File: config.mk
export PLATFORM = sky130hd
export DESIGN_NAME = pixel_window_capture_flat
export DESIGN_NICKNAME = d
export VERILOG_FILES = /design/src/rtl/pwc_pkg.sv /design/src/rtl/pixel_window_capture_if.sv /design/src/rtl/sync_fifo.sv /design/src/rtl/pixel_window_capture.sv /design/src/flat_wrapper.sv
export SDC_FILE = /design/constraint.sdc
export NUM_CORES = 1
export LEC_CHECK = 0
export BUFFER_PORTS_ARGS = -buffer_cell sky130_fd_sc_hd__buf_2
export CELL_PAD_IN_SITES_DETAIL_PLACEMENT = 0
export CELL_PAD_IN_SITES_GLOBAL_PLACEMENT = 1
export CORE_ASPECT_RATIO = 0.75
export CORE_MARGIN = 1
export CORE_UTILIZATION = 31
export DETAILED_ROUTE_END_ITERATION = 10
export PLACE_DENSITY = 0.53
export SYNTH_ARGS = -nofsm -noshare
export SYNTH_HDL_FRONTEND = slang
export SYNTH_SLANG_ARGS = --single-unit
File: constraint.sdc
create_clock -name i_Clk -period 6.95 [get_ports i_Clk]
set_input_delay 1.0425 -clock i_Clk [delete_from_list [all_inputs] [get_ports i_Clk]]
set_output_delay 1.0425 -clock i_Clk [all_outputs]
set_load 0.02 [all_outputs]
File: src/rtl/pwc_pkg.sv
// pwc_pkg: shared FSM encoding and packing defaults for pixel_window_capture
package pwc_pkg;
    localparam logic [1:0] IDLE     = 2'd0;
    localparam logic [1:0] WAIT_SOF = 2'd1;
    localparam logic [1:0] CAPTURE  = 2'd2;
    localparam logic [1:0] FLUSH    = 2'd3;
    localparam int PWC_POS_W       = 10;
    localparam int PWC_PIXEL_BITS  = 2;
    localparam int PWC_WORD_BITS   = 32;
    localparam int PWC_FIFO_DEPTH  = 8;
    localparam int PIXELS_PER_WORD = PWC_WORD_BITS / PWC_PIXEL_BITS;
endpackage

File: src/rtl/pixel_window_capture_if.sv
// pixel_window_capture_if: valid/ready stream of packed capture words
interface pixel_window_capture_if #(parameter int WORD_BITS = 32);
    logic [WORD_BITS-1:0] word;
    logic                 word_valid;
    logic                 word_ready;
    modport master (output word, word_valid, input word_ready);
    modport slave  (input word, word_valid, output word_ready);
endinterface

File: src/rtl/sync_fifo.sv
// sync_fifo: synchronous FIFO over a register array with occupancy-based full/empty
module sync_fifo #(
    parameter int WIDTH = 32,
    parameter int DEPTH = 8
) (
    input  logic             i_Clk,
    input  logic             i_Rst_L,
    input  logic             i_Push,
    input  logic [WIDTH-1:0] i_Data,
    input  logic             i_Pop,
    output logic [WIDTH-1:0] o_Data,
    output logic             o_Full,
    output logic             o_Empty
);
    localparam int AW = $clog2(DEPTH);
    localparam logic [AW:0] CNT_FULL = DEPTH[AW:0];
    logic [WIDTH-1:0] r_mem [DEPTH];
    logic [AW-1:0]    r_wr, r_rd;
    logic [AW:0]      r_cnt;
    logic             w_push, w_pop;
    assign o_Empty = r_cnt == '0;
    assign o_Full  = r_cnt == CNT_FULL;
    assign w_pop   = i_Pop && !o_Empty;
    assign w_push  = i_Push && (!o_Full || w_pop);
    assign o_Data  = o_Empty ? '0 : r_mem[r_rd];
    always_ff @(posedge i_Clk)
        if (w_push) r_mem[r_wr] <= i_Data;
    always_ff @(posedge i_Clk) begin
        if (!i_Rst_L) begin
            r_wr  <= '0;
            r_rd  <= '0;
            r_cnt <= '0;
        end else begin
            r_wr  <= w_push ? r_wr + 1'b1 : r_wr;
            r_rd  <= w_pop ? r_rd + 1'b1 : r_rd;
            r_cnt <= r_cnt + (AW+1)'(w_push) - (AW+1)'(w_pop);
        end
    end
endmodule

File: src/rtl/pixel_window_capture.sv
// pixel_window_capture: grabs pixels inside a rectangular window, packs them MSB-first into FIFO words
module pixel_window_capture
    import pwc_pkg::*;
#(
    parameter int POS_W      = PWC_POS_W,
    parameter int PIXEL_BITS = PWC_PIXEL_BITS,
    parameter int WORD_BITS  = PWC_WORD_BITS,
    parameter int FIFO_DEPTH = PWC_FIFO_DEPTH
) (
    input  logic                  i_Clk,
    input  logic                  i_Rst_L,
    input  logic                  i_Arm,
    input  logic                  i_Continuous,
    input  logic [POS_W-1:0]      i_Win_X0,
    input  logic [POS_W-1:0]      i_Win_Y0,
    input  logic [POS_W-1:0]      i_Win_W,
    input  logic [POS_W-1:0]      i_Win_H,
    input  logic                  i_Pix_Valid,
    input  logic [POS_W-1:0]      i_Row,
    input  logic [POS_W-1:0]      i_Column,
    input  logic [PIXEL_BITS-1:0] i_Pixel,
    pixel_window_capture_if.master o_Words,
    output logic                  o_Busy,
    output logic                  o_Frame_Done,
    output logic                  o_Overflow,
    output logic [15:0]           o_Word_Count
);
    localparam int PPW = WORD_BITS / PIXEL_BITS;
    localparam int CW  = $clog2(PPW + 1);
    logic [1:0]           r_state, w_next;
    logic                 r_cont;
    logic [POS_W-1:0]     r_x0, r_y0, r_x_last, r_y_last;
    logic [WORD_BITS-1:0] r_sr, w_sr_next, w_push_data;
    logic [CW-1:0]        r_cnt;
    logic [POS_W:0]       w_x_lim, w_y_lim;
    logic                 w_sof, w_in_win, w_take, w_last, w_word_done, w_flush;
    logic                 w_push, w_pop, w_full, w_empty, w_accept, w_drop, w_arm;
    // window end is clipped to the raster edge so windows hanging off the right/bottom still finish
    assign w_x_lim     = {1'b0, i_Win_X0} + {1'b0, i_Win_W};
    assign w_y_lim     = {1'b0, i_Win_Y0} + {1'b0, i_Win_H};
    assign w_arm       = r_state == IDLE && i_Arm;
    assign w_sof       = i_Pix_Valid && i_Row == '0 && i_Column == '0;
    assign w_in_win    = i_Row >= r_y0 && i_Row <= r_y_last && i_Column >= r_x0 && i_Column <= r_x_last;
    assign w_take      = i_Pix_Valid && w_in_win && (r_state == CAPTURE || (r_state == WAIT_SOF && w_sof));
    assign w_last      = w_take && i_Row == r_y_last && i_Column == r_x_last;
    assign w_sr_next   = {r_sr[WORD_BITS-PIXEL_BITS-1:0], i_Pixel};
    assign w_word_done = w_take && r_cnt == CW'(PPW - 1);
    assign w_flush     = r_state == FLUSH && r_cnt != '0;
    assign w_push      = w_word_done || w_flush;
    assign w_push_data = w_flush ? r_sr << ((PPW - int'(r_cnt)) * PIXEL_BITS) : w_sr_next;
    assign w_pop       = o_Words.word_valid && o_Words.word_ready;
    assign w_accept    = w_push && (!w_full || w_pop);
    assign w_drop      = w_push && w_full && !w_pop;
    assign w_next      = r_state == IDLE     ? (i_Arm ? WAIT_SOF : IDLE)
                       : r_state == WAIT_SOF ? (w_last ? FLUSH : w_sof ? CAPTURE : WAIT_SOF)
                       : r_state == CAPTURE  ? (w_last ? FLUSH : CAPTURE)
                       : (r_cont ? WAIT_SOF : IDLE);
    assign o_Busy       = r_state != IDLE;
    assign o_Frame_Done = r_state == FLUSH;
    assign o_Words.word_valid = !w_empty;
    sync_fifo #(.WIDTH(WORD_BITS), .DEPTH(FIFO_DEPTH)) u_fifo (
        .i_Clk   (i_Clk),
        .i_Rst_L (i_Rst_L),
        .i_Push  (w_push),
        .i_Data  (w_push_data),
        .i_Pop   (o_Words.word_ready),
        .o_Data  (o_Words.word),
        .o_Full  (w_full),
        .o_Empty (w_empty)
    );
    always_ff @(posedge i_Clk) begin
        if (!i_Rst_L) begin
            r_state      <= IDLE;
            r_cont       <= 1'b0;
            r_x0         <= '0;
            r_y0         <= '0;
            r_x_last     <= '0;
            r_y_last     <= '0;
            r_sr         <= '0;
            r_cnt        <= '0;
            o_Overflow   <= 1'b0;
            o_Word_Count <= '0;
        end else begin
            r_state <= w_next;
            if (w_arm) begin
                r_cont       <= i_Continuous;
                r_x0         <= i_Win_X0;
                r_y0         <= i_Win_Y0;
                r_x_last     <= w_x_lim[POS_W] ? '1 : w_x_lim[POS_W-1:0] - 1'b1;
                r_y_last     <= w_y_lim[POS_W] ? '1 : w_y_lim[POS_W-1:0] - 1'b1;
                o_Overflow   <= 1'b0;
                o_Word_Count <= '0;
            end else begin
                o_Overflow   <= o_Overflow || w_drop;
                o_Word_Count <= (w_accept && o_Word_Count != 16'hFFFF) ? o_Word_Count + 16'd1 : o_Word_Count;
            end
            if (w_take) begin
                r_sr  <= w_sr_next;
                r_cnt <= w_word_done ? '0 : r_cnt + 1'b1;
            end else if (r_state == FLUSH) begin
                r_sr  <= '0;
                r_cnt <= '0;
            end
        end
    end
endmodule

File: src/flat_wrapper.sv
// flat-port wrapper written by rule: the top's interface ports become plain ports
module pixel_window_capture_flat import pwc_pkg::*;
#(
    parameter int POS_W      = PWC_POS_W,
    parameter int PIXEL_BITS = PWC_PIXEL_BITS,
    parameter int WORD_BITS  = PWC_WORD_BITS,
    parameter int FIFO_DEPTH = PWC_FIFO_DEPTH
)
  (i_Clk, i_Rst_L, i_Arm, i_Continuous, i_Win_X0, i_Win_Y0, i_Win_W, i_Win_H, i_Pix_Valid, i_Row, i_Column, i_Pixel, o_Busy, o_Frame_Done, o_Overflow, o_Word_Count, o_Words_word, o_Words_word_valid, o_Words_word_ready);
  pixel_window_capture_if #(.WORD_BITS(WORD_BITS)) o_Words_i ();
  input  logic i_Clk;
  input  logic i_Rst_L;
  input  logic i_Arm;
  input  logic i_Continuous;
  input  logic [POS_W-1:0] i_Win_X0;
  input  logic [POS_W-1:0] i_Win_Y0;
  input  logic [POS_W-1:0] i_Win_W;
  input  logic [POS_W-1:0] i_Win_H;
  input  logic i_Pix_Valid;
  input  logic [POS_W-1:0] i_Row;
  input  logic [POS_W-1:0] i_Column;
  input  logic [PIXEL_BITS-1:0] i_Pixel;
  output logic o_Busy;
  output logic o_Frame_Done;
  output logic o_Overflow;
  output logic [15:0] o_Word_Count;
  output wire logic [$bits(o_Words_i.word)-1:0] o_Words_word;
  output wire logic [$bits(o_Words_i.word_valid)-1:0] o_Words_word_valid;
  input wire logic [$bits(o_Words_i.word_ready)-1:0] o_Words_word_ready;
  assign o_Words_word = o_Words_i.word;
  assign o_Words_word_valid = o_Words_i.word_valid;
  assign o_Words_i.word_ready = o_Words_word_ready;
  pixel_window_capture #(.POS_W(POS_W), .PIXEL_BITS(PIXEL_BITS), .WORD_BITS(WORD_BITS), .FIFO_DEPTH(FIFO_DEPTH)) u_core (.i_Clk(i_Clk), .i_Rst_L(i_Rst_L), .i_Arm(i_Arm), .i_Continuous(i_Continuous), .i_Win_X0(i_Win_X0), .i_Win_Y0(i_Win_Y0), .i_Win_W(i_Win_W), .i_Win_H(i_Win_H), .i_Pix_Valid(i_Pix_Valid), .i_Row(i_Row), .i_Column(i_Column), .i_Pixel(i_Pixel), .o_Words(o_Words_i), .o_Busy(o_Busy), .o_Frame_Done(o_Frame_Done), .o_Overflow(o_Overflow), .o_Word_Count(o_Word_Count));
endmodule
==> impl_metrics.ini <==
[place]
routabilityCongestion = 0.813
post-place-cells = 2302
post-dp-hpwl_um = 31200
port_buffers = 119

[cells_and_area]
finalNetCount = 1720
area_used_by_multi_input_combinational_logic_mm2 = 0.00753
postLayoutCoreUtil = 0.367
post_layout_nonfiller_instances = 2377
num_antenna_cells = 0
fillCellCount = 5625
area.growth.synth_to_final_pct = 15.7
mostFrequentLayoutCell = sky130_fd_sc_hd__edfxtp_1
layout_cells_sized_above_1 = 0.200
layout.cells.most_common_list = 256 x sky130_fd_sc_hd__edfxtp_1, 173 x sky130_fd_sc_hd__nand2_1, 119 x sky130_fd_sc_hd__buf_2
register_area_mm2 = 0.00990

[routing]
top_signal_layer_used = met4
routed_wirelength_um = 48000
ant_nets = 0
met1_length_um = 24700
drc_errors = 0
drt-pass1-iter-count = 5
drt_iter0_drc = 785
via_count = 12000
detail_route.wl_per_cell_um = 20.2
vias_per_cell = 5.06
met2RoutedLength_um = 20600
met3WireLength_um = 1980

[worst_setup_path]
critical_path.endpoint_type = flip-flop
worstRegToRegCells = 11
worst-endpoint-required_ns = 7.14
path_class = flip-flop to flip-flop
path_max_fanout = 41
category_of_cells_accounting_for_the_largest_share_of_critical_path_delay = buffers and inverters
r2r_start = u_core.r_cnt[0]$_SDFFE_PN0P_
timing.critical_path.buf_inv = 3
crit_slowest_cell = sky130_fd_sc_hd__o21ai_0
worst_r2r_endpoint = u_core.u_fifo.r_mem[4][31]$_DFFE_PP_
worst-path-stages = 11
arrival_time_reported_for_the_critical_path_endpoint_ns = 4.65
r2r_slack_ns = 2.49
crit_chain = buf_4 > inv_1 > ha_1 > buf_4 > mux4_2 > nand2_1 > nor2_1 > a31oi_1 > nor2_1 > a21oi_1 > o21ai_0
timing.critical_path.from_type = flip-flop
cpPeakStageDelay_ns = 0.92

[timing]
timing.final.hold_violations = 0
fin_worst_skew_ns = 0.0190
final_setup_violation_count = 0
unrepaired_setup_endpoints_after_global_routing = no
fmax_mhz = 224
timing.max_slew.rel_slack = 0.188
worst_slew_pin_slew_ns = 1.21
drv_slew = 0
min_period_ns = 4.46
finalSetupTns_ns = 0
final_min_period_over_clock_period = 0.642
finalHoldWorstSlack_ns = 0.454

[logic_synthesis]
synth-adder-area-share = 0.0550
synth_fp_nets = 1621
synth-edff-count = 256
muxShareOfSynthArea = 0.134
syn_inst = 1476
ys_warn_count = 0
ys_types = 65
synthArstFlopShare = 0
synth-simple-area-share = 0.115
yosys_register_bits = 366
yosys.area_share.xor_xnor = 0.0181
yosys_most_used_dff = sky130_fd_sc_hd__edfxtp_1
postSynthAreaPerCell_um2 = 12.2
synth_top_family_by_area = multiplexers
synth_seq_area_share = 0.551
synth_compound_area_frac = 0.0937
syn-cell-area_mm2 = 0.0179

[die]
start_util = 0.317
die-height_um = 210
top_level_ports = 120
die_x_um = 280
die-area_mm2 = 0.0588
std_cell_rows = 75
floorplan.core_area_mm2 = 0.0565

[power]
net_switching_power_figure_mw = 1.53
power.clock.fraction = 0.390
power.share.switching = 0.275
p_comb_frac = 0.172
seq_power_share = 0.438
leakage_nw = 7.09
cellInternalPower_mw = 4.06
power.density_mw_per_mm2 = 269
vdd_drop_max_uv = 154
power.total_mw = 5.59

[flow_run]
maxCapViolCount = 0

[worst_hold_path]
min-delay-start = u_core.r_cont$_SDFFE_PN0P_
hold-path-endpoint = u_core.r_cont$_SDFFE_PN0P_
worst_hold_path.num_cells = 2
holdCritPathClass = flip-flop to flip-flop

[run_status]
outcome = completed

[clocking]
clock_path_buffers = 3
numClockSinks = 366
cts_repair_resize_count = 0
cts_hold_repair.buffers = 0
cts.clk_slew.worst_paths_ns = 0.06
cts_max_level = 2
cts_tree = yes
post_cts_setup_bufs = 0
clkLatencyLatePin_ns = 0.56
clock_tree.root_cell = sky130_fd_sc_hd__clkbuf_16
cts_inserted_buffers = 41

[global_route]
antenna_violations_before_repair = 0
first_global_vias = 12000
global_route.overflow_total = 0
grt_max_degree = 57
global_route_wire_length_before_repair_um = 74800
global_route.usage.total = 0.165
sequential cells by signal, indices dropped and copies added, names as in the netlist, named ones only:
register and flops:
u_core.u_fifo.r_cnt 4, u_core.r_state 2, u_core.r_cont 1, u_core.u_fifo.r_rd 3
u_core.o_Overflow 1, u_core.r_cnt 5, u_core.r_x0 10, u_core.r_y0 10
u_core.u_fifo.r_mem 256, u_core.r_x_last 10, u_core.o_Word_Count 16, u_core.u_fifo.r_wr 3
u_core.r_y_last 10, u_core.r_sr 32
routing by layer:
| metal | up-vias | track usage |
|---|---|---|
| li1 | 5776 | - |
| met1 | 5989 | 0.252 |
| met2 | 214 | 0.244 |
| met3 | 50 | 0.0267 |
| met4 | 0 | 0.0352 |
| met5 | - | 0 |
power by group through the flow:
| stage | combinational (mW) | clock, mW | sequential (mW) |
|---|---|---|---|
| 2_1_floorplan | 0.776 | 0 | 2.40 |
| 3_3_place_gp | 0.975 | 0 | 2.50 |
| 3_5_place_dp | 0.980 | 0 | 2.50 |
| 4_1_cts | 0.984 | 2.25 | 2.46 |
| 5_1_grt | 1.07 | 2.32 | 2.47 |
| 6_report | 0.961 | 2.18 | 2.45 |
final cells by class:
cell class                      count  share of cell area
Sequential cell                   366               0.477
Multi-Input combinational cell    957               0.363
Clock buffer                       52              0.0538
Tap cell                          770              0.0464
Timing Repair Buffer              142              0.0370
Inverter                           67              0.0122
Clock inverter                     23              0.0111
how the worst max path moves through the flow:
stage                                       startpoint                                   end
final                     u_core.r_cnt[0]$_SDFFE_PN0P_  u_core.u_fifo.r_mem[4][31]$_DFFE_PP_
after global placement                        i_Row[8]  u_core.u_fifo.r_mem[6][28]$_DFFE_PP_
after floorplan                               i_Row[5]   u_core.u_fifo.r_mem[5][0]$_DFFE_PP_
after detailed placement                      i_Row[8]  u_core.u_fifo.r_mem[6][26]$_DFFE_PP_
after global routing      u_core.r_cnt[0]$_SDFFE_PN0P_  u_core.u_fifo.r_mem[7][31]$_DFFE_PP_
after CTS                 u_core.r_cnt[0]$_SDFFE_PN0P_  u_core.u_fifo.r_mem[6][30]$_DFFE_PP_
tightest hold or removal path, stage by stage (launching register included):
cell	delay, ns
sky130_fd_sc_hd__dfxtp_1	0.30
sky130_fd_sc_hd__nand2_1	0.05
sky130_fd_sc_hd__a21oi_1	0.05
synthesized netlist by cell type (4+ instances only):
master,instances,area (µm²)
sky130_fd_sc_hd__nor2b_1,5,31.3
sky130_fd_sc_hd__a22o_1,6,52.6
sky130_fd_sc_hd__or3_1,20,125
sky130_fd_sc_hd__xnor2_1,29,254
sky130_fd_sc_hd__nor4_2,6,75.1
sky130_fd_sc_hd__mux4_2,75,1690
sky130_fd_sc_hd__o21a_1,4,30.0
sky130_fd_sc_hd__nand3_1,65,325
sky130_fd_sc_hd__mux2i_1,66,661
sky130_fd_sc_hd__a21o_1,9,67.6
sky130_fd_sc_hd__a22oi_1,5,37.5
sky130_fd_sc_hd__a31oi_1,6,37.5
sky130_fd_sc_hd__mux2_2,5,56.3
sky130_fd_sc_hd__buf_1,18,67.6
sky130_fd_sc_hd__dfxtp_1,110,2200
sky130_fd_sc_hd__nor4_1,15,93.8
sky130_fd_sc_hd__nor3b_1,7,52.6
sky130_fd_sc_hd__edfxtp_1,256,7690
sky130_fd_sc_hd__nand2_1,173,649
sky130_fd_sc_hd__o22ai_1,4,25.0
sky130_fd_sc_hd__nand4_1,10,62.6
sky130_fd_sc_hd__o211ai_1,8,60.1
sky130_fd_sc_hd__nor2_1,84,315
sky130_fd_sc_hd__and2_1,13,81.3
sky130_fd_sc_hd__xor2_1,8,70.1
sky130_fd_sc_hd__clkbuf_1,66,248
sky130_fd_sc_hd__nor3_1,14,70.1
sky130_fd_sc_hd__o21ai_0,58,290
sky130_fd_sc_hd__a221oi_1,19,166
sky130_fd_sc_hd__nand2b_1,8,50.1
sky130_fd_sc_hd__o2111ai_1,4,35.0
sky130_fd_sc_hd__inv_1,67,251
sky130_fd_sc_hd__a21oi_1,94,470
sky130_fd_sc_hd__and3_1,5,31.3
sky130_fd_sc_hd__or2_2,5,31.3
sky130_fd_sc_hd__a211oi_1,11,82.6
sky130_fd_sc_hd__ha_1,74,926
cell families (layout without fill, tap and decap cells):
group	count (synthesis)	after routing
adder cells (fa/ha/maj)	77	77
AO/OA/AOI/OAI	259	259
multiplexers	146	146
buffers and inverters	153	284
AND/OR/NAND/NOR	438	438
XOR/XNOR	37	37
flip-flops	366	366
metrics by stage:
stage	setup slack, ns	area, µm²
floorplan	0.302	17900
global placement	2.04	19400
detailed placement	1.93	19400
CTS	2.45	20800
global route	2.07	20800
finish	2.49	20800
No activity file was read; power rests on OpenSTA's default activity.
